--- src/rtl/gray_code_tracker.sv ---
// Gray-code receive tracker: decodes each accepted sample, classifies it as an up/down step,
// no change or an illegal jump, and keeps a signed position and a saturating error count.
module gray_code_tracker #(
  parameter int unsigned WIDTH = 4,
  parameter int unsigned POS_W = 16,
  parameter int unsigned ERR_W = 8
) (
  input  logic             clk,
  input  logic             reset,
  input  logic             in_valid,
  input  logic [WIDTH-1:0] gray_in,
  input  logic             clear_err,
  output logic             locked,
  output logic [WIDTH-1:0] bin_out,
  output logic             step_up,
  output logic             step_down,
  output logic             err,
  output logic [POS_W-1:0] position,
  output logic [ERR_W-1:0] err_count
);

  typedef enum logic [0:0] {StUnlocked, StLocked} state_e;

  state_e           r_state,   w_state;
  logic [WIDTH-1:0] r_bin,     w_bin_next;
  logic             r_up,      w_up;
  logic             r_dn,      w_dn;
  logic             r_err,     w_err;
  logic [POS_W-1:0] r_pos,     w_pos;
  logic [ERR_W-1:0] r_err_cnt, w_err_cnt;

  logic [WIDTH-1:0] w_bin;
  logic [WIDTH-1:0] w_diff;

  // Each binary bit is the XOR of all Gray bits at or above it.
  always_comb begin
    w_bin = '0;
    for (int unsigned i = 0; i < WIDTH; i++) begin
      w_bin[i] = ^(gray_in >> i);
    end
  end

  assign w_diff = w_bin - r_bin;

  always_comb begin
    w_state    = r_state;
    w_bin_next = r_bin;
    w_up       = 1'b0;
    w_dn       = 1'b0;
    w_err      = 1'b0;
    w_pos      = r_pos;
    w_err_cnt  = r_err_cnt;

    unique case (r_state)
      StUnlocked: begin
        if (in_valid) begin
          w_bin_next = w_bin;
          w_state    = StLocked;
        end
      end
      StLocked: begin
        if (in_valid) begin
          w_bin_next = w_bin;
          if (w_diff == WIDTH'(1)) begin
            w_up  = 1'b1;
            w_pos = r_pos + POS_W'(1);
          end else if (w_diff == {WIDTH{1'b1}}) begin
            w_dn  = 1'b1;
            w_pos = r_pos - POS_W'(1);
          end else if (w_diff != '0) begin
            w_err = 1'b1;
          end
        end
      end
      default: w_state = StUnlocked;
    endcase

    // A clear coinciding with an error still records that error.
    if (clear_err) begin
      w_err_cnt = w_err ? ERR_W'(1) : '0;
    end else if (w_err && (r_err_cnt != {ERR_W{1'b1}})) begin
      w_err_cnt = r_err_cnt + ERR_W'(1);
    end
  end

  always_ff @(posedge clk) begin
    if (reset) begin
      r_state   <= StUnlocked;
      r_bin     <= '0;
      r_up      <= 1'b0;
      r_dn      <= 1'b0;
      r_err     <= 1'b0;
      r_pos     <= '0;
      r_err_cnt <= '0;
    end else begin
      r_state   <= w_state;
      r_bin     <= w_bin_next;
      r_up      <= w_up;
      r_dn      <= w_dn;
      r_err     <= w_err;
      r_pos     <= w_pos;
      r_err_cnt <= w_err_cnt;
    end
  end

  assign locked    = (r_state == StLocked);
  assign bin_out   = r_bin;
  assign step_up   = r_up;
  assign step_down = r_dn;
  assign err       = r_err;
  assign position  = r_pos;
  assign err_count = r_err_cnt;

endmodule

--- config.mk ---
export PLATFORM = sky130hd
export DESIGN_NAME = gray_code_tracker
export DESIGN_NICKNAME = d
export VERILOG_FILES = /design/src/rtl/gray_code_tracker.sv
export SDC_FILE = /design/constraint.sdc
export NUM_CORES = 1
export LEC_CHECK = 0
export ABC_CLOCK_PERIOD_IN_PS = 5000
export BUFFER_PORTS_ARGS = -buffer_cell sky130_fd_sc_hd__buf_2
export CORE_ASPECT_RATIO = 1.4
export CORE_UTILIZATION = 45
export CTS_CLUSTER_SIZE = 28
export DETAILED_ROUTE_END_ITERATION = 8
export GPL_TIMING_DRIVEN = 0
export PLACE_DENSITY = 0.72
export SLEW_MARGIN = 20
export SYNTH_ARGS = -nofsm -noshare
export SYNTH_HDL_FRONTEND = slang
export SYNTH_SLANG_ARGS = --single-unit
--- constraint.sdc ---
create_clock -name clk -period 5 [get_ports clk]
set_input_delay 1.25 -clock clk [delete_from_list [all_inputs] [get_ports clk]]
set_output_delay 1.25 -clock clk [all_outputs]
set_load 0.02 [all_outputs]
==> summary.txt, run 1 <==
Outcome
  – Status: finished clean

Layout
  – Post-Layout Cell Count: 383
  – Multi-input logic area: 0.00160 mm^2
  – NumNets Final: 347
  – Register area: 641 um^2
  – # diodes: 0
  – P&R area growth vs syn: 22.8%
  – Final instance area: 0.00274 mm^2
  – Fill cells: 485
  – Final Util: 57.1%
  – Share of cells above drive strength 1: 28.8%

Global route
  – Vias in the first global route: 1987
  – First-pass GRT wire length: 8.45 mm
  – Largest net degree at the start of global routing: 20
  – Initial antenna violation count: 0
  – All-layer global routing usage: 21.1%
  – Total grt overflow: 0

Power
  – Sw frac: 38.2%
  – Leak pwr: 1.13 nW
  – Power Density: 336 mW/mm^2
  – Worst IR drop on VDD: 0.000202 V
  – Comb power frac: 46.5%
  – P_int: 0.000569 W
  – Tot Pwr: 0.000921 W
  – Switching pwr: 0.000352 W
  – Clock Power Share: 23.2%
  – Reg power frac: 30.3%

Synthesis
  – Number of enable flip-flop cells after synthesis: 0
  – Ys flop type: dfxtp_1
  – Sequential area share after synthesis: 28.7%
  – Post-synth ARST share: 0%
  – Syn Std Cell Area: 0.00223 mm^2
  – Commonest cells in the netlist: dfxtp_1 (32), nor2_1 (26), a21oi_1 (25)
  – Number of synthesized register bits: 32
  – Main area contributors after synthesis: dfxtp_1 (29%), ha_1 (11%), a21oi_1 (5.6%), xnor2_1 (5.1%), nor2_1 (4.4%)
  – Area leader, netlist: dfxtp_1
  – Post-Synthesis Net Count: 299
  – Gate Count Post-Synth: 270
  – Most frequent cell after synthesis: dfxtp_1
  – Syn avg cell area: 8.27 um^2
  – Yosys top cell area share: 28.7%
  – Synth cell types: 50
  – Yosys Warn Count: 0

STA
  – Final setup skew: 9.69 ps
  – Final hold vios: 0
  – Tmin final: 4880 ps
  – Slew Viols, Final: 0
  – Fin Setup TNS: 0 ps
  – Final cycle utilization of the critical path: 97.5%
  – Unrepaired setup endpoints after global routing: true
  – Max_slew headroom: 57.5%
  – Worst Tran Pin Value: 637 ps
  – Setup-failing EPs final: 0
  – Max Freq: 205 MHz

CTS
  – Worst skew pair latency: 280 ps
  – Clk root buf: clkbuf_8
  – # H-tree levels: 2
  – Max Root-Sink Buffers: 2
  – TritonCTS clock tree: done
  – Worst-path clk slew: 70 ps
  – CTS sink cnt: 32
  – CTS Buf Count: 5

Place
  – Dpl cells: 373
  – I/O Buffers: 39
  – Detailed Place HPWL: 3.65 mm
  – Placed cell areas: 0.00251 mm^2
  – RePlAce Congestion: 0.884

Worst setup path
  – Buffers & Inverters on Critical Path: 2
  – Delay-heaviest family, CP: adder cells
  – Cells on worst reg2reg path: 13
  – Worst reg-to-reg setup slack: 1370 ps
  – Slowest cell on crit path: or4_4
  – Critical Path Sink Type: flop
  – Worst EP required: 5170 ps
  – Worst reg2reg path endpoint: position[15]$_SDFFE_PP0P_
  – Crit path DAT: 5050 ps
  – Max stage delay on crit path: 430 ps
  – Worst setup SP type: input port
  – Critical path fanouts, max: 19
  – RR Startpoint: bin_out[0]$_SDFFE_PP0P_
  – Crit path cell chain: buf_2, xnor2_4, xnor2_4, xnor2_1, ha_1, fa_1, xor2_1, nand2_1, or4_4, buf_6, ha_1, a211oi_2, o211ai_1, nand2_2, o21ai_2, mux2i_1, mux2_2
  – CP Class: input port to flop

Floorplan
  – Die Y: 85.3 um
  – Core area: 0.00480 mm^2
  – Initial Util: 46.5%
  – Ports: 40
  – FP Rows: 30
  – Die extent in x: 61.5 um
  – Die area: 0.00525 mm^2

Detailed routing
  – Drt drc: 0
  – Routed vias: 2108
  – Wirelength per Cell: 13.6 um
  – Via density: 5.50
  – Detail Route Antenna Nets: 0
  – DRT iter0 DRCs: 65
  – Router iterations before antenna repair: 4
  – Final WL: 5.21 mm

Min path
  – Hold path startpoint: position[13]$_SDFFE_PP0P_
  – Hold Crit Depth: 2
  – Worst hold path endpoint: position[13]$_SDFFE_PP0P_
  – HP Class: flop to flop

Flow run
  – Max-cap viol count: 0
power by group through the flow:
stage / combinational, W / clock (W) / sequential [W]
6_report: 0.000428 / 0.000214 / 0.000279
5_1_grt: 0.000474 / 0.000234 / 0.000281
4_1_cts: 0.000388 / 0.000221 / 0.000278
3_5_place_dp: 0.000370 / 0 / 0.000284
3_3_place_gp: 0.000365 / 0 / 0.000284
2_1_floorplan: 0.000288 / 0 / 0.000297
how the worst max path moves through the flow:
stage	start	endpoint	slack, ps	cells after the start
floorplan	gray_in[3]	position[15]$_SDFFE_PP0P_	7	17
global placement	gray_in[3]	position[15]$_SDFFE_PP0P_	-550	17
detailed placement	gray_in[3]	position[15]$_SDFFE_PP0P_	-580	17
CTS	gray_in[3]	position[15]$_SDFFE_PP0P_	20	17
global route	gray_in[2]	position[15]$_SDFFE_PP0P_	-70	17
finish	gray_in[2]	position[15]$_SDFFE_PP0P_	120	17
logic make-up (layout without fill, tap and decap cells):
logic type	after synthesis	count (layout)	share of synthesized area [%]
AO/OA/AOI/OAI	77	77	23.4
XOR/XNOR	16	16	6.28
adder cells (fa/ha/maj)	21	21	12.4
buffers and inverters	20	69	4.04
flip-flops	32	32	28.7
multiplexers	5	5	2.35
AND/OR/NAND/NOR	99	99	22.8
cell type report:
type                       instances  area share [%]
buffer                             8            1.64
clock buffer                       6            3.01
clock inverter                     2           0.548
inverter                           7           0.958
multi-input combinational        218            58.5
sequential                        32            23.4
tap                               64            2.92
timing repair buffer              46            9.04
metal layers:
metal | global-route usage, % | wire length, um | share of wire [%] | vias to the layer above
li1 | - | - | - | 1082
met5 | 0 | 0 | 0 | -
met4 | 7.88 | 86 | 1.7 | 0
met3 | 4.57 | 200 | 3.8 | 8
met2 | 37.2 | 2700 | 52 | 49
met1 | 23.8 | 2220 | 43 | 969
timing repair:
item,CTS,global route
resized for setup,9,11
pin swaps,2,5
hold buffers,0,0
setup endpoints to repair,5,7
gates cloned,0,0
setup buffers,1,6
through the flow:
step                      setup slack [ps]  hold slack, ps
final                                  123             478
after global routing                 -68.3             500
after CTS                             16.4             481
after detailed placement              -582             470
after global placement                -555             459
after floorplan                       7.27             546
cells in the final DEF, fill, tap and decap left out, types with 7 or more instances in the layout:
master / count
nor2_1: 26
nor3_1: 11
buf_4: 7
buf_2: 39
xnor2_1: 11
a21oi_1: 24
a211oi_1: 7
ha_1: 14
nand2_1: 20
inv_1: 7
nand3_1: 7
o21ai_0: 8
dfxtp_1: 32
registers in the layout, summed over array words and instances, names as in the netlist:
name and count:
bin_out 4, err 1, err_count 8, locked 1
position 16, step_down 1, step_up 1
worst reg2reg max path: stages (launching register included):
cell,delay [ps]
dfxtp_1,340
ha_1,240
fa_1,400
xor2_1,190
nand2_1,130
or4_4,430
buf_6,190
ha_1,340
a211oi_2,90
o211ai_1,290
nand2_2,160
o21ai_2,180
mux2i_1,210
mux2_2,340
Note: power is estimated with default switching activity, not from simulation.
==> inputs of run 2 (changes only) <==
Settings changed: CELL_PAD_IN_SITES_DETAIL_PLACEMENT set to 1, CELL_PAD_IN_SITES_GLOBAL_PLACEMENT set to 1, CORE_UTILIZATION 45 to 35, PLACE_DENSITY 0.72 to 0.75.
==> run 2 against run 1 <==
Net effect: wire length up 19%; combinational power increased by 3%; first-iteration DRC count is 40% higher; clock skew is essentially flat; via count grew 3.2%; register-to-register slack about the same; critical path depth unchanged; non-clock buffer count decreased by 4; hold slack better by 6.9 ps; clock power increased by 21%; flip-flop and latch count unchanged.
==> summary.txt, run 2 (synthesized netlist as in run 1, its figures left out) <==
Outcome
  – Status: finished clean

Worst setup path
  – Worst EP required: 5190 ps
  – CP Class: input port to flop
  – Critical path fanouts, max: 19
  – Worst reg-to-reg setup slack: 1360 ps
  – Crit path DAT: 5020 ps
  – Critical Path Sink Type: flop
  – Worst setup SP type: input port

Layout
  – # diodes: 0
  – Number of flip-flops in the largest register: 16
  – Share of cells above drive strength 1: 29.2%
  – Final instance area: 0.00277 mm^2
  – P&R area growth vs syn: 24.1%
  – Post-Layout Cell Count: 387
  – Most common cell after layout, fill and taps aside: buf_2
  – NumNets Final: 343
  – Most frequent cells in the layout: buf_2 (39), dfxtp_1 (32), nor2_1 (26)
  – Final Util: 44.9%

Flow run
  – Max-cap viol count: 0

Detailed routing
  – DR WL met3: 160 um
  – Via density: 5.62
  – Wirelength per Cell: 15.9 um
  – Router iterations before antenna repair: 4
  – Drt drc: 0
  – Met2 routed WL: 3.40 mm
  – Detail Route Antenna Nets: 0
  – DRT iter0 DRCs: 91
  – Final WL: 6.17 mm
  – Routed vias: 2176
  – Wl on met1: 2.54 mm
  – Uppermost routed layer: met4

Floorplan
  – Die area: 0.00671 mm^2
  – Ports: 40
  – FP Rows: 34
  – Die Y: 96.5 um
  – Core area: 0.00617 mm^2
  – Die extent in x: 69.5 um
  – Initial Util: 36.2%

Global route
  – All-layer global routing usage: 19.6%
  – Initial antenna violation count: 0
  – First-pass GRT wire length: 10.6 mm
  – Total grt overflow: 0
  – Vias in the first global route: 2243
  – Largest net degree at the start of global routing: 20

STA
  – Max_slew headroom: 57.3%
  – Max Freq: 207 MHz
  – Final setup skew: 9.51 ps
  – Worst hold slack: 485 ps
  – Unrepaired setup endpoints after global routing: false
  – Setup slack after layout: 172 ps
  – Final hold vios: 0
  – Slew Viols, Final: 0
  – Setup-failing EPs final: 0
  – Tmin final: 4830 ps
  – Worst Tran Pin Value: 641 ps
  – Final cycle utilization of the critical path: 96.6%

Place
  – Placed cell areas: 0.00252 mm^2
  – RePlAce Congestion: 0.817
  – I/O Buffers: 39
  – Detailed Place HPWL: 4.53 mm
  – Dpl ws: -744 ps
  – Dpl cells: 381

Power
  – Worst IR drop on VDD: 0.000134 V
  – Leak pwr: 1.12 nW
  – Power Density: 354 mW/mm^2

Min path
  – HP Class: flop to flop

CTS
  – TritonCTS clock tree: done
  – CTS Hold Bufs: 0
  – # H-tree levels: 2
  – Clk root buf: clkbuf_8
  – CTS sink cnt: 32
  – Max Root-Sink Buffers: 2
  – Worst-path clk slew: 80 ps
  – Worst skew pair latency: 300 ps
  – CTS Buf Count: 5
==> run 2: final cells by class <==
cell class | instances | area, um^2
tap | 72 | 90.1
clock buffer | 5 | 68.8
clock inverter | 3 | 42.5
sequential | 32 | 641
timing repair buffer | 42 | 218
buffer | 8 | 45.0
inverter | 7 | 26.3
fill | 745 | 3400
multi-input combinational | 218 | 1640
==> run 2: final timing paths <==
path / start / endpoint / depth (start not counted)
worst max-delay path: gray_in[3] / position[15]$_SDFFE_PP0P_ / 17
worst max register to register: bin_out[2]$_SDFFE_PP0P_ / position[15]$_SDFFE_PP0P_ / 13
worst min register to register: position[4]$_SDFFE_PP0P_ / position[4]$_SDFFE_PP0P_ / 2
worst min-delay path: position[4]$_SDFFE_PP0P_ / position[4]$_SDFFE_PP0P_ / 2
==> run 2: repair_timing <==
action,in CTS,in global routing
pin swaps,2,2
buffers inserted,3,0
setup endpoints to repair,6,8
resized for setup,7,19
==> run 2: per-layer routing <==
metal,global-route usage (%),vias up
met5,0,-
met4,6.80,0
met3,2.90,7
met2,38.9,37
met1,20.9,1066
li1,-,1066
==> run 2: worst max-delay path: stages <==
cell and delay (ps):
buf_2 150, xnor2_4 210, xnor2_2 150, xnor2_1 120
ha_1 230, fa_1 420, xor2_2 180, nand2_2 100
or4_4 420, buf_6 200, ha_2 450, nand2_1 110
o21ai_2 250, a21oi_1 130, o21ai_2 90, mux2i_1 220
mux2_2 340
==> run 2: power breakdown <==
part           internal, W  total, W  switching (W)
registers         0.000267  0.000279      0.0000125
logic             0.000190  0.000442       0.000252
clock network     0.000148  0.000260       0.000112
total             0.000605  0.000982       0.000377
==> run 2: through the flow <==
stage	TNS [ps]	total power, W
after CTS	0	0.000951
after floorplan	0	0.000585
after global placement	-2960	0.000655
after detailed placement	-4230	0.000668
after global routing	0	0.00105
final	0	0.000982
==> inputs of run 3 (changes only) <==
Settings changed: CAP_MARGIN set to 20, CORE_ASPECT_RATIO 1.4 to 0.7, PLACE_DENSITY 0.75 to 0.74.
==> run 3 against run 2 <==
Net effect: via count decreased by 3.0%; clock power decreased by 18%; sequential share of layout area grew 0.20 points; maximum frequency is 0.36% higher; setup slack gained 17 ps; hold slack improved by 1.4 ps; critical path depth unchanged; power down 5.2%.
==> summary.txt, run 3 (synthesized netlist as in run 1, its figures left out) <==
Outcome
  – Status: finished clean

CTS
  – Max Root-Sink Buffers: 2
  – Clk root buf: clkbuf_8
  – TritonCTS clock tree: done
  – CTS Hold Bufs: 0
  – CTS Buf Count: 5
  – Worst skew pair latency: 290 ps
  – Worst-path clk slew: 70 ps
  – CTS sink cnt: 32
  – # H-tree levels: 2

Floorplan
  – Die Y: 68.8 um
  – Die extent in x: 97.5 um
  – Ports: 40
  – Die area: 0.00671 mm^2
  – FP Rows: 23
  – Core area: 0.00593 mm^2
  – Initial Util: 37.7%

Detailed routing
  – Via density: 5.41
  – Final WL: 6.16 mm
  – Drt drc: 0
  – Router iterations before antenna repair: 4
  – Detail Route Antenna Nets: 0
  – Wirelength per Cell: 15.8 um
  – DRT iter0 DRCs: 93
  – Routed vias: 2110

STA
  – Final cycle utilization of the critical path: 96.2%
  – Max_slew headroom: 55.0%
  – Max Freq: 208 MHz
  – Setup-failing EPs final: 0
  – Tmin final: 4810 ps
  – Slew Viols, Final: 0
  – Final setup skew: 6.39 ps
  – Final hold vios: 0
  – Setup slack after layout: 189 ps
  – Worst Tran Pin Value: 675 ps

Layout
  – # diodes: 0
  – Post-Layout Cell Count: 390
  – Final Util: 46.3%
  – Final instance area: 0.00275 mm^2
  – Number of flip-flops in the largest register: 16
  – NumNets Final: 343
  – Most frequent cells in the layout: buf_2 (39), dfxtp_1 (32), nor2_1 (26)
  – Share of cells above drive strength 1: 28.9%
  – P&R area growth vs syn: 23.0%
  – Most common cell after layout, fill and taps aside: buf_2

Flow run
  – Max-cap viol count: 0

Min path
  – HP Class: flop to flop

Power
  – Tot Pwr: 0.000931 W
  – Power Density: 339 mW/mm^2
  – Worst IR drop on VDD: 0.000142 V
  – Leak pwr: 1.13 nW

Place
  – Placed cell areas: 0.00252 mm^2
  – I/O Buffers: 39
  – Dpl ws: -682 ps
  – Dpl cells: 384
  – RePlAce Congestion: 0.824
  – Detailed Place HPWL: 4.59 mm

Worst setup path
  – Slowest cell on crit path: ha_2
  – Max stage delay on crit path: 440 ps
  – Crit path DAT: 4990 ps
  – CP Class: input port to flop
  – Worst setup SP type: input port
  – Critical path fanouts, max: 19
  – Worst EP required: 5180 ps
  – Crit path cell chain: buf_2, xnor2_4, xnor2_2, xnor2_2, ha_1, fa_1, xor2_2, nand2_2, or4_4, buf_8, ha_2, nand2_1, o21ai_2, a21oi_1, o21ai_2, mux2i_1, mux2_2
  – Critical Path Sink Type: flop

Global route
  – Largest net degree at the start of global routing: 20
  – All-layer global routing usage: 19.6%
  – First-pass GRT wire length: 10.3 mm
  – Initial antenna violation count: 0
  – Total grt overflow: 0
  – Vias in the first global route: 2047
run 3: final cells by class:
cell class,count,area (um^2)
fillers,737,3180
clock buffers,6,82.6
multi-input cells,218,1630
plain buffers,8,48.8
well taps,75,93.8
repair buffers,42,218
flip-flops and latches,32,641
inverters,7,26.3
clock inverters,2,10.0
run 3: what timing repair did:
item                       4_1_cts  5_1_grt
pin swaps                        3        4
resized for setup                7       18
setup endpoints to repair        6        8
hold endpoints to repair         0        0
buffers inserted                 3        0
run 3: final timing paths:
path	start	end	slack (ps)	depth (start not counted)
worst max-delay path	gray_in[3]	position[15]$_SDFFE_PP0P_	190	17
worst min-delay path	position[4]$_SDFFE_PP0P_	position[4]$_SDFFE_PP0P_	490	2
worst max register to register	bin_out[2]$_SDFFE_PP0P_	position[14]$_SDFFE_PP0P_	1350	14
worst min register to register	position[4]$_SDFFE_PP0P_	position[4]$_SDFFE_PP0P_	490	2
run 3: report_power, final:
group	switching [W]	internal, W	leakage, nW	total (W)
clock network	0.000104	0.000110	0.0510	0.000214
logic	0.000250	0.000188	0.816	0.000438
registers	0.0000126	0.000267	0.259	0.000280
run 3: critical path: cells and delay by family:
family,cells,cell delay [ps]
xor gates and xnor gates,4,670
and+or+nand+nor,3,640
muxes,2,590
buffers and inverters,2,330
adders and majority gates,3,1060
AOI/OAI and AO/OA,3,450
run 3: routing by layer:
layer | share of wire, % | vias to the layer above | wire length [um] | global-route usage (%)
li1 | - | 1068 | - | -
met1 | 54 | 1001 | 3350 | 28.3
met2 | 41 | 34 | 2540 | 29.8
met3 | 3.4 | 7 | 207 | 4.54
met4 | 1.0 | 0 | 64 | 3.86
met5 | 0 | - | 0 | 0
run 3: through the flow:
stage          TNS (ps)  hold WS, ps
6_report              0          486
3_5_place_dp      -3970          472
5_1_grt           -4.54          509
2_1_floorplan         0          546
4_1_cts               0          488
3_3_place_gp      -2860          463
